--- config.mk ---
export PLATFORM = sky130hd
export DESIGN_NAME = uart_rx
export DESIGN_NICKNAME = d
export VERILOG_FILES = /design/src/rtl/uart_pkg.sv /design/src/rtl/sync2.sv /design/src/rtl/uart_rx.sv
export SDC_FILE = /design/constraint.sdc
export NUM_CORES = 1
export LEC_CHECK = 0
export CORE_UTILIZATION = 25
export DETAILED_ROUTE_END_ITERATION = 10
export GPL_TIMING_DRIVEN = 0
export REMOVE_ABC_BUFFERS = 1
export SLEW_MARGIN = 20
export SYNTH_ARGS = -nofsm -noshare
export SYNTH_HDL_FRONTEND = slang
export SYNTH_SLANG_ARGS = --single-unit
export TNS_END_PERCENT = 10
--- constraint.sdc ---
create_clock -name clk -period 1.9 [get_ports clk]
set_input_delay 0.38 -clock clk [delete_from_list [all_inputs] [get_ports clk]]
set_output_delay 0.38 -clock clk [all_outputs]
set_load 0.05 [all_outputs]
--- src/rtl/uart_pkg.sv ---
// Shared UART receive types and constants.
// UART_RX_PARITY_EN adds a PARITY state and an even-parity helper.
package uart_pkg;

  localparam int   DATA_BITS  = 8;
  localparam logic IDLE_LEVEL = 1'b1;

  typedef enum logic [2:0] {
    IDLE,
    START,
    DATA,
`ifdef UART_RX_PARITY_EN
    PARITY,
`endif
    STOP,
    WAIT_HIGH
  } state_t;

`ifdef UART_RX_PARITY_EN
  function automatic logic even_par(
    input logic [DATA_BITS-1:0] d
  );
    return ^d;
  endfunction
`endif

endpackage

--- src/rtl/sync2.sv ---
// Two-flop synchronizer for one asynchronous bit.
// RST_VAL sets the level both flops hold in reset.
module sync2 #(
  parameter logic RST_VAL = 1'b1
) (
  input  logic clk,
  input  logic n_rst,
  input  logic d,
  output logic q
);

  logic meta;

  // shift the raw input through two flops
  always_ff @(posedge clk or negedge n_rst) begin
    if (!n_rst) begin
      meta <= RST_VAL;
      q    <= RST_VAL;
    end else begin
      meta <= d;
      q    <= meta;
    end
  end

endmodule

--- src/rtl/uart_rx.sv ---
// UART receiver, 8 data bits, LSB first, one stop bit.
// Define UART_RX_PARITY_EN for an even-parity bit after the data.
module uart_rx
  import uart_pkg::*;
#(
  parameter int CLK_DIV = 16
) (
  input  logic                 clk,
  input  logic                 n_rst,
  input  logic                 rx,
  output logic [DATA_BITS-1:0] rx_byte,
  output logic                 received,
  output logic                 is_receiving,
  output logic                 recv_error
);

  localparam logic [15:0] HALF = 16'(CLK_DIV / 2 - 1);
  localparam logic [15:0] FULL = 16'(CLK_DIV - 1);
  localparam int          IW   = $clog2(DATA_BITS);
  localparam logic [IW-1:0] LAST = IW'(DATA_BITS - 1);

  logic                 rxs;
  logic                 rxs_q;
  logic [1:0]           settle;
  logic                 fall;
  logic                 tick;
  state_t               state;
  logic [15:0]          cnt;
  logic [IW-1:0]        idx;
  logic [DATA_BITS-1:0] shreg;

  sync2 #(
    .RST_VAL (IDLE_LEVEL)
  ) u_sync (
    .clk   (clk),
    .n_rst (n_rst),
    .d     (rx),
    .q     (rxs)
  );

  assign fall = rxs_q & ~rxs;
  assign tick = (cnt == 16'd0);

  // edge history; the reset level of the synchronizer
  // is not a real high, so wait until rxs carries rx
  always_ff @(posedge clk or negedge n_rst) begin
    if (!n_rst) begin
      settle <= 2'b00;
      rxs_q  <= 1'b0;
    end else begin
      settle <= {settle[0], 1'b1};
      rxs_q  <= rxs & settle[1];
    end
  end

  // frame FSM with registered outputs
  always_ff @(posedge clk or negedge n_rst) begin
    if (!n_rst) begin
      state        <= IDLE;
      cnt          <= 16'd0;
      idx          <= '0;
      shreg        <= '0;
      rx_byte      <= '0;
      received     <= 1'b0;
      recv_error   <= 1'b0;
      is_receiving <= 1'b0;
    end else begin
      received   <= 1'b0;
      recv_error <= 1'b0;
      unique case (state)
        IDLE: begin
          if (fall) begin
            state        <= START;
            cnt          <= HALF;
            is_receiving <= 1'b1;
          end
        end
        START: begin
          if (!tick) begin
            cnt <= cnt - 16'd1;
          end else if (!rxs) begin
            state <= DATA;
            cnt   <= FULL;
            idx   <= '0;
          end else begin
            state        <= IDLE;
            is_receiving <= 1'b0;
          end
        end
        DATA: begin
          if (!tick) begin
            cnt <= cnt - 16'd1;
          end else begin
            shreg <= {rxs, shreg[DATA_BITS-1:1]};
            cnt   <= FULL;
            idx   <= idx + 1'b1;
            if (idx == LAST) begin
`ifdef UART_RX_PARITY_EN
              state <= PARITY;
`else
              state <= STOP;
`endif
            end
          end
        end
`ifdef UART_RX_PARITY_EN
        PARITY: begin
          if (!tick) begin
            cnt <= cnt - 16'd1;
          end else if (rxs != even_par(shreg)) begin
            recv_error <= 1'b1;
            state      <= WAIT_HIGH;
            cnt        <= 16'd0;
          end else begin
            state <= STOP;
            cnt   <= FULL;
          end
        end
`endif
        STOP: begin
          if (!tick) begin
            cnt <= cnt - 16'd1;
          end else if (rxs) begin
            rx_byte      <= shreg;
            received     <= 1'b1;
            state        <= IDLE;
            is_receiving <= 1'b0;
          end else begin
            recv_error <= 1'b1;
            state      <= WAIT_HIGH;
          end
        end
        WAIT_HIGH: begin
          if (rxs) begin
            state        <= IDLE;
            is_receiving <= 1'b0;
          end
        end
        default: begin
          state        <= IDLE;
          is_receiving <= 1'b0;
        end
      endcase
    end
  end

endmodule

==> results.sh, run 1 <==
export IMPL_status="finished, violations left"
export IMPL_violations="setup timing"
export IMPL_avgSynthCellArea_sq_um=11.1
export IMPL_setup_viol=30
export IMPL_maxClockFrequency_mhz=503
export IMPL_crit_family="simple AND/OR/NAND/NOR gates"
export IMPL_grtUsageTotal=0.116
export IMPL_clk_pin_slew_ns=0.09
export IMPL_cp_required_ns=2.09
export IMPL_slowest_stage="dfrtp_2"
export IMPL_netSwitchingFraction=0.392
export IMPL_fp_dieW_microns=96.0
export IMPL_path_class="flop to flop"
export IMPL_slew_violations=0
export IMPL_grt_pass1_vias=1664
export IMPL_postRouteAntennaNets=0
export IMPL_endpoint_kind="flop"
export IMPL_yosysTopAreaCell="dfrtp_1"
export IMPL_synth_main_ff_cell="dfrtp_1"
export IMPL_routed_via_density=5.11
export IMPL_synthTopCellsByCount="dfrtp_1 (44), a21oi_1 (20), nor2_1 (13)"
export IMPL_cp_num_buf_inv=0
export IMPL_ys_ff_latch=46
export IMPL_route_detailed_drc=0
export IMPL_netlist_instances=199
export IMPL_grt_setup_unrepaired="true"
export IMPL_maxSlewHeadroom=0.612
export IMPL_placed_area_sq_mm=0.00244
export IMPL_synthArstFlopShare=1.00
export IMPL_fp_row_count=33
export IMPL_seqPwrFrac=0.372
export IMPL_power_density_mw_per_mm2=1260
export IMPL_place_ws_ns=-0.545
export IMPL_finalSetupTns_ns=-1.05
export IMPL_fp_dieH_microns=96.0
export IMPL_worst_path_max_fanout=7
export IMPL_postLayoutCellArea_sq_mm=0.00292
export IMPL_worstSetupPathDepth=5
export IMPL_start_kind="flop"
export IMPL_rr_worst_depth=5
export IMPL_drive_gt1_frac=0.343
export IMPL_dieArea_sq_mm=0.00922
export IMPL_clock_sinks=46
export IMPL_drt_pass1_iterations=4
export IMPL_synthDistinctLibCells=50
export IMPL_p_int_w=0.00223
export IMPL_min_period_over_period=1.05
export IMPL_yosysSeqAreaShare=0.522
export IMPL_htreeDepth=2
export IMPL_wl_per_cell_microns=14.9
export IMPL_grt_antenna_before_repair=0
export IMPL_start_util=0.264
export IMPL_syn2layout_area_growth_pct=32.1
export IMPL_clock_skew_ns=0.00561
export IMPL_diodes=0
export IMPL_leakagePower_nw=1.23
export IMPL_yosys_warnings=0
export IMPL_hpwl_microns=2930
export IMPL_comb_power_share=0.424
export IMPL_switchingPower_w=0.00144
export IMPL_worst_pin_slew_ns=0.580
export IMPL_pin_count=14
export IMPL_place_port_buffers=13
export IMPL_grt_first_pass_wirelength_microns=8090
export IMPL_synth_edf_count=0
export IMPL_finalHoldViolCount=0
export IMPL_crit_chain="nor4_4, nand2_2, nor2_4, and3_4, mux2_1"
export IMPL_clkLatencyLatePin_ns=0.30
export IMPL_cp_slowest_stage_delay_ns=0.47
export IMPL_wl_microns=5030
export IMPL_hold_path_class="flop to flop"
export IMPL_whs_ns=0.354
export IMPL_first_iter_violations=76
export IMPL_clock_tree_root_cell="clkbuf_8"
export IMPL_route_vias_total=1727
export IMPL_min_path_cells=0
export IMPL_cts_tree="done"
export IMPL_layout_nets=238
export IMPL_startpoint="cnt[4]"
export IMPL_synth_area_leaders="dfrtp_1 (50%), mux2_2 (4.6%), a21oi_1 (4.5%), mux2_1 (3.6%), o31ai_1 (3.4%)"
export IMPL_final_setup_worst_slack_ns=-0.0895
export IMPL_crit_arrival_ns=2.18
export IMPL_core_sq_mm=0.00838
export IMPL_r2r_start="cnt[4]"
export IMPL_overflow=0
export IMPL_clock_power_share=0.204
export IMPL_grt_max_degree=33
export IMPL_synth_most_common_cell="dfrtp_1"
export IMPL_finalWeightedCongestion=0.764
export IMPL_synth_area_sq_mm=0.00221
export IMPL_synth_top_area_frac=0.498
export IMPL_cts_inserted_buffers=5
export IMPL_clockBufferDepth=2
export IMPL_min_period_ns=1.99
export IMPL_holdCritStartpoint="settle[0]"
export IMPL_maxCapViolations=0
export IMPL_peakVddDrop_uv=487
worst register-to-register path, stage by stage, from the launching register on:
cell,delay (ns)
dfrtp_2,0.47
nor4_4,0.41
nand2_2,0.21
nor2_4,0.20
and3_4,0.26
mux2_1,0.33
flip-flops by register name, indices dropped and copies added, names as in the netlist:
| signal | flops |
|---|---|
| is_receiving | 1 |
| idx | 3 |
| recv_error | 1 |
| u_sync.q | 1 |
| state | 3 |
| rxs_q | 1 |
| settle | 2 |
| rx_byte | 8 |
| u_sync.meta | 1 |
| cnt | 16 |
| shreg | 8 |
| received | 1 |
metal layers:
| metal | vias to the layer above | global-route usage | wire length (microns) |
|---|---|---|---|
| met2 | 30 | 0.191 | 2530 |
| met5 | - | 0 | 0 |
| li1 | 810 | - | - |
| met3 | 6 | 0.0237 | 137 |
| met1 | 881 | 0.147 | 2290 |
| met4 | 0 | 0.0510 | 67 |
power by group through the flow:
stage / Clock [W] / Sequential (W) / Combinational (W)
final: 0.000748 / 0.00137 / 0.00156
after CTS: 0.000760 / 0.00136 / 0.00132
after global routing: 0.000795 / 0.00139 / 0.00168
after floorplan: 0 / 0.00137 / 0.000703
after detailed placement: 0 / 0.00140 / 0.000948
after global placement: 0 / 0.00138 / 0.000918
what timing repair did:
item / in CTS / in global routing
gates resized for setup: 28 / 19
gates cloned: 1 / 0
endpoints found under the hold margin: 14 / 0
hold buffers: 1 / 0
pin swaps: 11 / 11
setup buffers: 9 / 9
setup endpoints to repair: 35 / 37
per-stage QoR:
stage | power [W] | utilization | instances
after floorplan | 0.00208 | - | 191
after global placement | 0.00230 | 0.290 | 309
after detailed placement | 0.00234 | 0.292 | 310
after CTS | 0.00344 | 0.331 | 329
after global routing | 0.00387 | 0.348 | 338
final | 0.00368 | 0.348 | 338
worst paths after layout:
check | to | slack, ns
setup / recovery | shreg[6] | -0.09
hold / removal | settle[1] | 0.35
setup reg to reg | shreg[6] | -0.09
hold reg to reg | settle[1] | 0.35
max in group asynchronous | u_sync.q | 0.81
min in group asynchronous | cnt[15] | 0.52
placed cells by master (no fill, tap or decap), types with 3 or more instances in the layout:
| cell type | synthesis | final |
|---|---|---|
| a211oi_1 | 4 | 4 |
| a21oi_1 | 20 | 18 |
| a21oi_2 | 1 | 3 |
| and2_1 | 4 | 4 |
| buf_4 | 1 | 15 |
| clkbuf_8 | 0 | 5 |
| clkdlybuf4s50_1 | 0 | 10 |
| dfrtp_1 | 44 | 37 |
| dfrtp_2 | 0 | 7 |
| inv_1 | 6 | 5 |
| mux2_1 | 7 | 4 |
| mux2_2 | 9 | 8 |
| mux2_4 | 0 | 4 |
| nand2_1 | 10 | 8 |
| nand3_1 | 4 | 3 |
| nor2_1 | 13 | 11 |
| nor3_1 | 7 | 6 |
| nor4_4 | 0 | 4 |
| o31ai_1 | 10 | 10 |
| or3_1 | 4 | 4 |
| or4_1 | 7 | 7 |
logic make-up after synthesis:
family	synth area share
DFF	0.522
other	0.00170
muxes	0.0860
adders and majority gates	0.0170
buffers and inverters	0.0300
AOI/OAI and AO/OA	0.155
xor gates and xnor gates	0.00396
and+or+nand+nor	0.185
area by class of cell:
type	count	area, sq um
Fill cell	817	5460
Clock inverter	2	37.5
Inverter	6	22.5
Multi-Input combinational cell	140	1180
Tap cell	105	131
Sequential cell	46	1160
Clock buffer	6	72.6
Timing Repair Buffer	33	312
Power figures use the tool's default switching activity.
==> run 2, diff against run 1 <==
--- a/config.mk
+++ b/config.mk
@@ -6,4 +6,5 @@
 export NUM_CORES = 1
 export LEC_CHECK = 0
+export CORE_ASPECT_RATIO = 2
 export CORE_UTILIZATION = 25
 export DETAILED_ROUTE_END_ITERATION = 10
==> constraint.sdc (replaced) <==
create_clock -name clk -period 1.9 [get_ports clk]
set_input_delay 0.475 -clock clk [delete_from_list [all_inputs] [get_ports clk]]
set_output_delay 0.475 -clock clk [all_outputs]
set_load 0.05 [all_outputs]
==> run 2 against run 1 <==
The run still ends with setup timing left; die area grew 0.24%; non-clock buffer count grew 4; core utilization grew 0.84 points; sequential power is essentially flat; wire length grew 8.4%; first-iteration DRC count shrank 39%; clock skew grew 0.0011 ns; clock-buffer cell count shrank 1; design area grew 4.9%; sequential cell count is the same.
==> results.sh, run 2 (synthesis results as in run 1) <==
export IMPL_dieArea_sq_mm=0.00925
export IMPL_met1_length_microns=1850
export IMPL_finalWeightedCongestion=0.770
export IMPL_cts_tree="done"
export IMPL_r2r_start="cnt[4]"
export IMPL_pin_count=14
export IMPL_clockBufferDepth=2
export IMPL_htreeDepth=2
export IMPL_route_met3_wl_microns=139
export IMPL_routed_via_density=5.32
export IMPL_final_common_cell="dfrtp_1"
export IMPL_fp_dieW_microns=68.5
export IMPL_top_regs="cnt (16), rx_byte (8), shreg (8)"
export IMPL_worst_path_max_fanout=7
export IMPL_overflow=0
export IMPL_start_util=0.257
export IMPL_fp_row_count=48
export IMPL_violations="setup timing"
export IMPL_final_setup_worst_slack_ns=-0.0874
export IMPL_rr_worst_depth=5
export IMPL_route_vias_total=1794
export IMPL_grtUsageTotal=0.129
export IMPL_place_ws_ns=-0.655
export IMPL_layout_nets=242
export IMPL_hold_path_class="primary input to asynchronous set/reset pin"
export IMPL_route_detailed_drc=0
export IMPL_setup_viol=24
export IMPL_core_sq_mm=0.00859
export IMPL_slew_violations=0
export IMPL_maxClockFrequency_mhz=503
export IMPL_grt_pass1_vias=1925
export IMPL_r2r_end="shreg[4]"
export IMPL_grt_first_pass_wirelength_microns=8760
export IMPL_postCtsHoldBufs=0
export IMPL_largest_register_ffs=16
export IMPL_final_cells=337
export IMPL_regToRegSetupSlack_ns=-0.09
export IMPL_wl_microns=5450
export IMPL_first_iter_violations=46
export IMPL_final_cell_mix="dfrtp_1 (37), a21oi_1 (17), buf_4 (17)"
export IMPL_clk_pin_slew_ns=0.07
export IMPL_highest_layer="met4"
export IMPL_wl_per_cell_microns=16.2
export IMPL_power_density_mw_per_mm2=1350
export IMPL_worst_pin_slew_ns=0.551
export IMPL_regMostFlops="cnt"
export IMPL_min_period_ns=1.99
export IMPL_cts_inserted_buffers=5
export IMPL_clock_tree_root_cell="clkbuf_16"
export IMPL_clock_sinks=46
export IMPL_drt_pass1_iterations=5
export IMPL_diodes=0
export IMPL_drive_gt1_frac=0.418
export IMPL_status="finished, violations left"
export IMPL_fp_dieH_microns=135
export IMPL_place_inst=305
export IMPL_min_period_over_period=1.05
export IMPL_postRouteAntennaNets=0
export IMPL_syn2layout_area_growth_pct=38.6
export IMPL_clkLatencyLatePin_ns=0.29
export IMPL_clock_skew_ns=0.00670
export IMPL_place_port_buffers=13
export IMPL_route_met2_wl_microns=3160
export IMPL_hpwl_microns=3420
export IMPL_endpoint_kind="flop"
export IMPL_path_class="flop to flop"
export IMPL_grt_antenna_before_repair=0
export IMPL_peakVddDrop_uv=667
export IMPL_cp_required_ns=2.08
export IMPL_leakagePower_nw=1.33
export IMPL_crit_arrival_ns=2.17
export IMPL_grt_setup_unrepaired="true"
export IMPL_start_kind="flop"
export IMPL_grt_max_degree=25
export IMPL_finalHoldViolCount=0
export IMPL_maxSlewHeadroom=0.633
export IMPL_maxCapViolations=0
[run 2: worst max-delay path by stage]
stage,from,depth (start not counted),slack [ns],end
finish,cnt[4],5,-0.09,shreg[4]
global route,cnt[1],8,-0.19,state[0]
CTS,state[2],5,-0.08,shreg[7]
detailed placement,state[2],5,-0.66,cnt[11]
global placement,n_rst,1,-0.97,rx_byte[5]
floorplan,cnt[0],7,-0.20,shreg[7]
[run 2: power by group]
part | switching, W | leakage (nW) | internal, W
Sequential | 0.000222 | 0.595 | 0.00114
Clock | 0.000399 | 0.0848 | 0.000630
Combinational | 0.000931 | 0.649 | 0.000799
[run 2: through the flow]
step / hold slack, ns / area (sq um) / TNS (ns) / utilization / power (W)
4_1_cts: 0.178 / 2910 / -0.904 / 0.339 / 0.00387
3_5_place_dp: 0.342 / 2440 / -17.24 / 0.284 / 0.00237
3_3_place_gp: 0.336 / 2420 / -59.26 / 0.282 / 0.00233
5_1_grt: 0.202 / 3060 / -3.83 / 0.357 / 0.00433
2_1_floorplan: 0.179 / 2170 / -2.28 / - / 0.00208
6_report: 0.161 / 3060 / -0.937 / 0.357 / 0.00413
[run 2: critical path: stages, from the launching register on]
cell and delay, ns:
dfrtp_2 0.45, nor4_4 0.39, nand2_2 0.19, nor2_4 0.23, and3_4 0.29, mux2_4 0.31
[run 2: layout make-up]
type | count | area [sq um]
tap | 100 | 125
clock inverter | 3 | 47.5
fill | 821 | 5520
inverter | 6 | 22.5
clock buffer | 5 | 125
multi-input combinational | 140 | 1240
timing repair buffer | 37 | 339
sequential | 46 | 1160
[run 2: routing by layer]
metal	GRT usage	vias to the layer above
li1	-	820
met1	0.112	897
met2	0.242	52
met3	0.0245	25
met4	0.0914	0
met5	0	-
[run 2: repair_timing]
| action | in CTS | in global routing |
|---|---|---|
| gates resized for setup | 44 | 31 |
| pin swaps | 8 | 13 |
| setup buffers | 18 | 5 |
| setup endpoints to repair | 45 | 36 |
| cloned | 1 | 0 |
